==> config.mk <==
export PLATFORM = sky130hd
export DESIGN_NAME = motion_cmd_scheduler
export DESIGN_NICKNAME = d
export VERILOG_FILES = /design/src/rtl/motion_pkg.sv /design/src/rtl/motion_stability_filter.sv /design/src/rtl/motion_cmd_scheduler.sv
export SDC_FILE = /design/constraint.sdc
export NUM_CORES = 1
export LEC_CHECK = 0
export ABC_AREA = 1
export CORE_MARGIN = 2
export CORE_UTILIZATION = 53
export DETAILED_ROUTE_END_ITERATION = 10
export PLACE_DENSITY = 0.82
export SLEW_MARGIN = 20
export SYNTH_ARGS = -nofsm -noshare
export SYNTH_HDL_FRONTEND = slang
export SYNTH_SLANG_ARGS = --single-unit
==> constraint.sdc <==
create_clock -name clk -period 2.6 [get_ports clk]
set_clock_uncertainty 0.1 [all_clocks]
set_input_delay 0.65 -clock clk [delete_from_list [all_inputs] [get_ports clk]]
set_output_delay 0.65 -clock clk [all_outputs]
set_load 0.02 [all_outputs]
==> src/rtl/motion_pkg.sv <==
// Shared types and default timing for the motion command scheduler.
//   motion_e        : motion code, one value per UART sender instance
//   sched_state_e   : scheduler FSM states
//   *_DEF           : default timing constants at 50 MHz
//   sanitize_motion : maps codes outside the sender range onto MOT_STOP
package motion_pkg;

    typedef enum logic [2:0] {
        MOT_STOP  = 3'd0,
        MOT_FWD   = 3'd1,
        MOT_LEFT  = 3'd2,
        MOT_RIGHT = 3'd3,
        MOT_BACK  = 3'd4
    } motion_e;

    typedef enum logic [1:0] {
        ST_IDLE,
        ST_RESTART,
        ST_HOLDOFF,
        ST_WAIT_DONE
    } sched_state_e;

    localparam int unsigned NUM_CMDS_DEF       = 5;
    localparam int unsigned STABLE_CYCLES_DEF  = 1_000_000;
    localparam int unsigned MIN_BUSY_DEF       = 4;
    localparam int unsigned TIMEOUT_CYCLES_DEF = 250_000;
    localparam int unsigned RESEND_CYCLES_DEF  = 10_000_000;

    function automatic motion_e sanitize_motion(input logic [2:0] code,
                                                input int unsigned num_cmds);
        if ({29'd0, code} < num_cmds) return motion_e'(code);
        return MOT_STOP;
    endfunction

endpackage

==> src/rtl/motion_stability_filter.sv <==
// Debounces the motion request coming from the camera/FFT decision logic.
// A request is accepted once its (sanitized) value has been seen on
// STABLE_CYCLES consecutive clocks; any change restarts the run.
// Ports:
//   clk, rst     : clock, synchronous active-high reset
//   req_motion   : raw request code (codes >= NUM_CMDS act as MOT_STOP)
//   accepted     : last accepted motion, MOT_STOP after reset
//   changed      : 1-cycle strobe, high in the cycle accepted takes a new value
module motion_stability_filter
    import motion_pkg::*;
#(
    parameter int unsigned NUM_CMDS      = NUM_CMDS_DEF,
    parameter int unsigned STABLE_CYCLES = STABLE_CYCLES_DEF
) (
    input  logic       clk,
    input  logic       rst,
    input  logic [2:0] req_motion,
    output motion_e    accepted,
    output logic       changed
);

    localparam int unsigned    CNT_W   = $clog2(STABLE_CYCLES + 1);
    localparam logic [CNT_W-1:0] CNT_MAX = CNT_W'(STABLE_CYCLES);

    motion_e          req_s;
    motion_e          cand;
    logic [CNT_W-1:0] run_cnt;
    logic [CNT_W-1:0] run_cnt_nxt;

    // run_cnt_nxt counts the current sample, so a run of STABLE_CYCLES
    // matching samples reaches CNT_MAX on the last of them.
    always_comb begin
        req_s = sanitize_motion(req_motion, NUM_CMDS);
        if (req_s != cand)
            run_cnt_nxt = CNT_W'(1);
        else if (run_cnt == CNT_MAX)
            run_cnt_nxt = run_cnt;
        else
            run_cnt_nxt = run_cnt + CNT_W'(1);
    end

    always_ff @(posedge clk) begin
        if (rst) begin
            cand     <= MOT_STOP;
            run_cnt  <= '0;
            accepted <= MOT_STOP;
            changed  <= 1'b0;
        end else begin
            cand    <= req_s;
            run_cnt <= run_cnt_nxt;
            changed <= 1'b0;
            if (run_cnt_nxt == CNT_MAX && req_s != accepted) begin
                accepted <= req_s;
                changed  <= 1'b1;
            end
        end
    end

endmodule

==> src/rtl/motion_cmd_scheduler.sv <==
// Restarts exactly one JSON UART sender at a time for the accepted motion
// and steers that sender's serial output to the rover. A message in flight
// is never interrupted; a newer request is remembered and sent afterwards.
// Optional feature: define MOTION_HEARTBEAT_EN to resend the active command
// every RESEND_CYCLES while idle (the rover halts without periodic commands).
// Ports:
//   clk, rst     : clock (50 MHz), synchronous active-high reset
//   req_motion   : requested motion code
//   cmd_ready    : per-sender "message done", bit i = motion_e value i
//   uart_in      : per-sender serial output
//   cmd_restart  : one-hot 1-cycle pulse into the selected sender's reset
//   uart_out     : muxed serial line, idle-high while no message is in flight
//   active_cmd   : motion currently selected or last sent
//   busy         : a message is in flight
//   timeout_err  : sticky, a sender never reported done
//
// state        | meaning
// -------------+---------------------------------------------------------
// ST_IDLE      | line idle; start a send on new motion, pending or heartbeat
// ST_RESTART   | cmd_restart pulse to the selected sender
// ST_HOLDOFF   | MIN_BUSY cycles ignoring the sender's stale ready
// ST_WAIT_DONE | wait for cmd_ready[active_cmd] or TIMEOUT_CYCLES
module motion_cmd_scheduler
    import motion_pkg::*;
#(
    parameter int unsigned NUM_CMDS       = NUM_CMDS_DEF,
    parameter int unsigned STABLE_CYCLES  = STABLE_CYCLES_DEF,
    parameter int unsigned MIN_BUSY       = MIN_BUSY_DEF,
    parameter int unsigned TIMEOUT_CYCLES = TIMEOUT_CYCLES_DEF
`ifdef MOTION_HEARTBEAT_EN
    ,
    parameter int unsigned RESEND_CYCLES  = RESEND_CYCLES_DEF
`endif
) (
    input  logic                clk,
    input  logic                rst,
    input  logic [2:0]          req_motion,
    input  logic [NUM_CMDS-1:0] cmd_ready,
    input  logic [NUM_CMDS-1:0] uart_in,
    output logic [NUM_CMDS-1:0] cmd_restart,
    output logic                uart_out,
    output motion_e             active_cmd,
    output logic                busy,
    output logic                timeout_err
);

    localparam int unsigned       HOLD_W    = $clog2(MIN_BUSY + 1);
    localparam int unsigned       TMO_W     = $clog2(TIMEOUT_CYCLES + 1);
    localparam logic [HOLD_W-1:0] HOLD_LAST = HOLD_W'(MIN_BUSY - 1);
    localparam logic [TMO_W-1:0]  TMO_LAST  = TMO_W'(TIMEOUT_CYCLES - 1);

    motion_e           accepted;
    logic              accept_chg;
    sched_state_e      state;
    logic              pending;
    logic [HOLD_W-1:0] hold_cnt;
    logic [TMO_W-1:0]  tmo_cnt;
    logic              hb_due;

    motion_stability_filter #(
        .NUM_CMDS      (NUM_CMDS),
        .STABLE_CYCLES (STABLE_CYCLES)
    ) u_filter (
        .clk        (clk),
        .rst        (rst),
        .req_motion (req_motion),
        .accepted   (accepted),
        .changed    (accept_chg)
    );

`ifdef MOTION_HEARTBEAT_EN
    localparam int unsigned     HB_W   = $clog2(RESEND_CYCLES + 1);
    localparam logic [HB_W-1:0] HB_MAX = HB_W'(RESEND_CYCLES);

    logic [HB_W-1:0] hb_cnt;

    always_ff @(posedge clk) begin
        if (rst)
            hb_cnt <= '0;
        else if (state == ST_RESTART)
            hb_cnt <= '0;
        else if (hb_cnt != HB_MAX)
            hb_cnt <= hb_cnt + HB_W'(1);
    end

    assign hb_due = (hb_cnt == HB_MAX);
`else
    assign hb_due = 1'b0;
`endif

    always_ff @(posedge clk) begin
        if (rst) begin
            state       <= ST_IDLE;
            active_cmd  <= MOT_STOP;
            cmd_restart <= '0;
            busy        <= 1'b0;
            timeout_err <= 1'b0;
            pending     <= 1'b1;    // forces the post-reset STOP message
            hold_cnt    <= '0;
            tmo_cnt     <= '0;
        end else begin
            cmd_restart <= '0;
            // Only the latest request matters; the flag just guarantees a
            // send even when the motion returned to the one in flight.
            if (accept_chg && state != ST_IDLE)
                pending <= 1'b1;

            case (state)
                ST_IDLE: begin
                    if (pending || accepted != active_cmd || hb_due) begin
                        active_cmd            <= accepted;
                        cmd_restart[accepted] <= 1'b1;
                        busy                  <= 1'b1;
                        pending               <= 1'b0;
                        state                 <= ST_RESTART;
                    end
                end
                ST_RESTART: begin
                    hold_cnt <= '0;
                    state    <= ST_HOLDOFF;
                end
                ST_HOLDOFF: begin
                    if (hold_cnt == HOLD_LAST) begin
                        tmo_cnt <= '0;
                        state   <= ST_WAIT_DONE;
                    end else begin
                        hold_cnt <= hold_cnt + HOLD_W'(1);
                    end
                end
                ST_WAIT_DONE: begin
                    // Completion is tested first so it wins over a
                    // simultaneous timeout.
                    if (cmd_ready[active_cmd]) begin
                        busy  <= 1'b0;
                        state <= ST_IDLE;
                    end else if (tmo_cnt == TMO_LAST) begin
                        busy        <= 1'b0;
                        timeout_err <= 1'b1;
                        state       <= ST_IDLE;
                    end else begin
                        tmo_cnt <= tmo_cnt + TMO_W'(1);
                    end
                end
                default: state <= ST_IDLE;
            endcase
        end
    end

    // Forcing idle-high outside a send hides select changes from the rover.
    assign uart_out = (state == ST_IDLE) ? 1'b1 : uart_in[active_cmd];

endmodule
==> results.sh, run 1 <==
export IMPL_status="finished clean"
export IMPL_ys_seq_area_share_pct=33.5
export IMPL_crit_path_start_kind="primary input"
export IMPL_period_share_pct=94.6
export IMPL_synth_top_family_by_area="simple AND/OR/NAND/NOR gates"
export IMPL_crit_arrival_ps=2610
export IMPL_p_clk_share_pct=33.6
export IMPL_hold_violations=0
export IMPL_p_leak_nw=1.73
export IMPL_io_buffers=25
export IMPL_clk_pin_slew_ps=80
export IMPL_cts_path_max_buffers=2
export IMPL_syn_cell_area_um2=3650
export IMPL_ys_warn_count=0
export IMPL_syn_nets=589
export IMPL_power_switching_mw=0.883
export IMPL_drc=0
export IMPL_post_route_min_period_ps=2460
export IMPL_overflow=0
export IMPL_p_sw_share_pct=34.1
export IMPL_drive_above_1_share_pct=11.8
export IMPL_via_count=3739
export IMPL_insertion_delay_ps=350
export IMPL_stdcell_area_um2=4330
export IMPL_pwr_share_comb_pct=26.3
export IMPL_routed_wl_um=8750
export IMPL_grt_pass1_wl_um=15000
export IMPL_end_kind="register"
export IMPL_required_ps=2750
export IMPL_clock_sinks=61
export IMPL_place_congestion=0.942
export IMPL_setup_violations=0
export IMPL_p_int_mw=1.71
export IMPL_diodes=0
export IMPL_hold_class="reg2reg"
export IMPL_p_per_area_nw_per_um2=598
export IMPL_die_area_um2=7560
export IMPL_clockRootBuffer="clkbuf_8"
export IMPL_tightestPinTransition_ps=426
export IMPL_antenna_found_initial=0
export IMPL_synthSimpleGateAreaFrac_pct=43.0
export IMPL_initial_utilization_pct=54.3
export IMPL_path_max_fanout=14
export IMPL_first_iter_violations=124
export IMPL_rsz0062_at_grt="false"
export IMPL_synth_cell_types=37
export IMPL_synthAdderAreaFrac_pct=3.09
export IMPL_drv_slew=0
export IMPL_syn2layout_area_growth_pct=18.8
export IMPL_crit_type="in2reg"
export IMPL_p_total_mw=2.59
export IMPL_slew_headroom_pct=71.5
export IMPL_place_area_um2=4120
export IMPL_die_h_um=86.9
export IMPL_firstDrtPassIters=5
export IMPL_r2r_slack_ps=340
export IMPL_fin_util_pct=64.5
export IMPL_dp_hpwl_um=6600
export IMPL_placementRows=30
export IMPL_fin_tns_setup_ps=0
export IMPL_htree_levels=3
export IMPL_synth_compound_area_share_pct=8.72
export IMPL_cts_tree="built"
export IMPL_netlist_instances=565
export IMPL_wl_per_cell_um=12.5
export IMPL_fmax_ghz=0.407
export IMPL_seq_power_share_pct=40.1
export IMPL_maxCapViolCount=0
export IMPL_synth_xor_area_share_pct=3.36
export IMPL_drtAntennaViolNets=0
export IMPL_cts_buffers=9
export IMPL_grt_pass1_vias=3541
export IMPL_ys_ff_latch=61
export IMPL_viasPerCell=5.35
export IMPL_grt_max_degree=36
export IMPL_io_pins=26
export IMPL_fp_dieW_um=86.9
export IMPL_synthMuxAreaShare_pct=0
export IMPL_irDropWorstVdd_uv=412
export IMPL_fp_coreArea_um2=6720
export IMPL_syn_mean_instance_area_um2=6.45
export IMPL_hold_buffers=0
export IMPL_fin_nets=638
export IMPL_track_usage_pct=24.8
-- cell type report --
| cell class | instances | area, µm² |
|---|---|---|
| Inverter | 66 | 248 |
| Sequential cell | 61 | 1220 |
| Timing Repair Buffer | 49 | 440 |
| Fill cell | 609 | 2390 |
| Tap cell | 80 | 100 |
| Multi-Input combinational cell | 427 | 2120 |
| Clock inverter | 7 | 73.8 |
| Clock buffer | 9 | 124 |
-- metal layers --
metal	GRT usage, %	wire length, µm	part of all wire (%)	up-vias
met1	29.2	3840	44	1705
li1	-	-	-	1930
met4	9.52	183	2.1	0
met5	0	0	0	-
met3	5.12	315	3.6	23
met2	44.1	4410	50	81
-- Yosys cell counts --
| cell | instances | area share (%) |
|---|---|---|
| dfxtp_1 | 61 | 33 |
| nor2_2 | 10 | 1.7 |
| nor3b_1 | 2 | 0.41 |
| o211ai_1 | 1 | 0.21 |
| o21a_1 | 2 | 0.41 |
| nand3b_1 | 2 | 0.41 |
| or2_2 | 1 | 0.17 |
| xnor2_1 | 4 | 0.96 |
| o21ai_1 | 5 | 0.69 |
| o21ai_2 | 1 | 0.24 |
| buf_2 | 3 | 0.41 |
| nand2_1 | 135 | 14 |
| nor4_1 | 4 | 0.69 |
| buf_8 | 1 | 0.41 |
| nand4_2 | 1 | 0.34 |
| a21oi_1 | 27 | 3.7 |
| nand3_2 | 1 | 0.27 |
| o21bai_1 | 4 | 0.82 |
| nand2_2 | 7 | 1.2 |
| clkbuf_2 | 1 | 0.14 |
| clkbuf_1 | 6 | 0.62 |
| o22ai_1 | 2 | 0.34 |
| o31ai_1 | 1 | 0.21 |
| nor3_1 | 19 | 2.6 |
| o21ai_0 | 12 | 1.6 |
| clkinv_1 | 2 | 0.21 |
| nand4_1 | 20 | 3.4 |
| ha_1 | 9 | 3.1 |
| nor2_8 | 1 | 0.55 |
| a31o_2 | 1 | 0.24 |
| inv_1 | 59 | 6.1 |
| nor2_1 | 93 | 9.6 |
| a211oi_1 | 1 | 0.21 |
| xor2_1 | 10 | 2.4 |
| nand3_4 | 2 | 0.96 |
| nand3_1 | 49 | 6.7 |
| inv_2 | 5 | 0.51 |
-- path summary, 6_finish.rpt --
path,start,end,cells after the start
max,req_motion[2],u_filter.accepted[0],14
min,u_filter.changed,pending,2
min reg2reg,u_filter.changed,pending,2
max reg2reg,u_filter.run_cnt[0],u_filter.accepted[0],13
-- through the flow --
step | worst slack, ps | std cells | hold WS (ps)
floorplan | 545 | 565 | 313
finish | 142 | 699 | 344
global route | 5.55 | 699 | 363
global placement | -228 | 682 | 328
detailed placement | -256 | 682 | 330
CTS | 27.6 | 698 | 348
-- power groups by stage --
stage | Clock, mW | Combinational (mW) | Sequential [mW]
floorplan | 0 | 0.414 | 1.09
global placement | 0 | 0.676 | 1.06
detailed placement | 0 | 0.689 | 1.06
CTS | 0.884 | 0.684 | 1.04
global route | 0.929 | 0.759 | 1.05
finish | 0.870 | 0.681 | 1.04
-- placed cells by master (no fill, tap or decap), drive strengths merged --
cell           count
xor2              10
nor3b              2
xnor2              4
nand4             21
clkinvlp           1
o21bai             4
a211oi             1
inv               66
a31o               1
dfxtp             61
clkbuf            10
nor2             104
a21oi             27
nand2            142
nor3              19
or2                1
o31ai              1
o21ai             18
ha                 9
nand3b             2
clkinv             5
bufinv             1
dlymetal6s2s       1
nor4               4
o211ai             1
nand3             52
o22ai              2
buf               24
clkdlybuf4s50     23
o21a               2
-- sequential cells by signal, indices dropped and copies added (netlist names) --
name and count:
u_filter.changed 1, active_cmd 3, u_filter.run_cnt 20, u_filter.accepted 3, tmo_cnt 18, busy 1, hold_cnt 3, u_filter.cand 3
state 2, cmd_restart 5, pending 1, timeout_err 1
-- what timing repair did --
| item | CTS | global route |
|---|---|---|
| endpoints found under the setup margin | 1 | 4 |
| setup buffers | 0 | 1 |
| cloned | 0 | 0 |
| gates resized for setup | 1 | 7 |
| pin swaps | 0 | 1 |
-- critical path: stages --
cell	delay (ps)
clkdlybuf4s50_1	620
inv_2	70
nand2_2	100
nand2_1	70
nand2_2	80
nand3_4	90
nor2_8	260
nand3_1	150
nand2_1	120
nor2_1	60
nand3_1	110
nor2_2	70
nor2_1	90
nor2_1	50
-- cells by family after synthesis --
family          Yosys count
simple gates            347
xor+xnor                 14
fa+ha+maj                 9
buf+inv                  77
flops                    61
compound gates           57
Power figures use the tool's default switching activity.
==> run 2, diff against run 1 <==
GPL_TIMING_DRIVEN = 0   (was default)
REMOVE_ABC_BUFFERS = 1   (was default)
==> run 2 against run 1 <==
Effect of this change: via count shrank 2.6%; clock-buffer cell count grew 1; cell count shrank 3.4%; register-to-register slack lost 60 ps; critical path depth shrank 8; die area is the same; first-iteration DRC count grew 120%; clock power shrank 4.4%; global-route usage shrank 1.5 points; largest cell class unchanged; largest power group unchanged; highest routed layer unchanged.
==> results.sh, run 2 (synthesized netlist as in run 1, its figures left out) <==
export IMPL_reg_top3="u_filter.run_cnt: 20 flops, tmo_cnt: 18 flops, cmd_restart: 5 flops"
export IMPL_r2r_cells=14
export IMPL_irDropWorstVdd_uv=309
export IMPL_cts_buffers=9
export IMPL_clockRootBuffer="clkbuf_8"
export IMPL_viasPerCell=5.39
export IMPL_htree_levels=3
export IMPL_stdcell_area_um2=4140
export IMPL_fp_dieW_um=86.9
export IMPL_pre_cts_slack_ps=-485
export IMPL_largest_reg_flops=20
export IMPL_clk_pin_slew_ps=70
export IMPL_required_ps=1850
export IMPL_hold_class="reg2reg"
export IMPL_fin_tns_setup_ps=0
export IMPL_rsz0062_at_grt="false"
export IMPL_period_share_pct=95.8
export IMPL_io_buffers=25
export IMPL_hold_buffers=0
export IMPL_routed_wl_um=8490
export IMPL_grt_pass1_vias=3165
export IMPL_drc=0
export IMPL_syn2layout_area_growth_pct=13.5
export IMPL_end_kind="output pin"
export IMPL_path_max_fanout=1
export IMPL_top_register="u_filter.run_cnt"
export IMPL_maxCapViolCount=0
export IMPL_post_cts_buffers=0
export IMPL_antenna_found_initial=0
export IMPL_track_usage_pct=23.4
export IMPL_fmax_ghz=0.402
export IMPL_die_h_um=86.9
export IMPL_setup_violations=0
export IMPL_crit_path_start_kind="primary input"
export IMPL_slew_headroom_pct=51.1
export IMPL_p_per_area_nw_per_um2=606
export IMPL_cts_path_max_buffers=2
export IMPL_timing_final_ws_setup_ps=110
export IMPL_placementRows=30
export IMPL_final_cell_mix="135 x nand2_1, 92 x nor2_1, 60 x dfxtp_1"
export IMPL_dp_hpwl_um=6290
export IMPL_tightestPinTransition_ps=734
export IMPL_grt_pass1_wl_um=14000
export IMPL_diodes=0
export IMPL_fp_coreArea_um2=6720
export IMPL_drive_above_1_share_pct=8.74
export IMPL_place_area_um2=3930
export IMPL_die_area_um2=7560
export IMPL_final_cells=675
export IMPL_grt_max_degree=37
export IMPL_insertion_delay_ps=350
export IMPL_cts_tree="built"
export IMPL_drtAntennaViolNets=0
export IMPL_io_pins=26
export IMPL_p_leak_nw=1.61
export IMPL_final_common_cell="nand2_1"
export IMPL_first_iter_violations=274
export IMPL_firstDrtPassIters=5
export IMPL_status="finished clean"
export IMPL_dp_cells=659
export IMPL_wl_per_cell_um=12.6
export IMPL_fin_nets=614
export IMPL_post_route_min_period_ps=2490
export IMPL_hold_violations=0
export IMPL_crit_arrival_ps=1740
export IMPL_drv_slew=0
export IMPL_place_congestion=0.929
export IMPL_overflow=0
export IMPL_initial_utilization_pct=54.3
export IMPL_crit_type="in2out"
export IMPL_via_count=3640
export IMPL_whs_path_depth=2
export IMPL_clock_sinks=61
[run 2: stage by stage]
stage	utilization, %	total power [mW]	hold WS [ps]
finish	61.6	2.51	349
detailed placement	58.5	1.69	338
global placement	58.6	1.68	335
global route	61.6	2.65	384
CTS	61.5	2.53	351
floorplan	-	1.48	313
[run 2: final timing paths]
check,from,to,slack [ps]
setup / recovery,uart_in[2],uart_out,110
hold / removal,u_filter.changed,pending,350
setup reg to reg,u_filter.run_cnt[0],u_filter.accepted[1],280
hold reg to reg,u_filter.changed,pending,350
[run 2: final cells by class]
| type | count | area (µm²) |
|---|---|---|
| fillers | 624 | 2580 |
| multi-input cells | 427 | 2130 |
| flip-flops and latches | 61 | 1220 |
| inverters | 66 | 250 |
| repair buffers | 25 | 244 |
| clock buffers | 10 | 128 |
| well taps | 80 | 100 |
| clock inverters | 6 | 63.8 |
[run 2: repair_timing]
action	4_1_cts	5_1_grt
setup endpoints to repair	9	10
resized for setup	5	8
pin swaps	0	1
[run 2: where the power goes]
group	internal, mW	switching (mW)
Combinational	0.222	0.415
Clock	0.440	0.391
Sequential	0.993	0.0477
[run 2: critical path: stages]
cell and delay (ps):
clkdlybuf4s50_1 450, o21ai_0 70, o22ai_1 210, a21oi_1 100
o21ai_0 80, clkbuf_2 190
[run 2: routing by layer]
layer	vias to the layer above	routed length [µm]	track usage, %
met5	-	0	0
met4	0	159	9.66
met3	11	424	4.08
met2	94	3820	37.6
met1	1643	4090	30.9
li1	1892	-	-
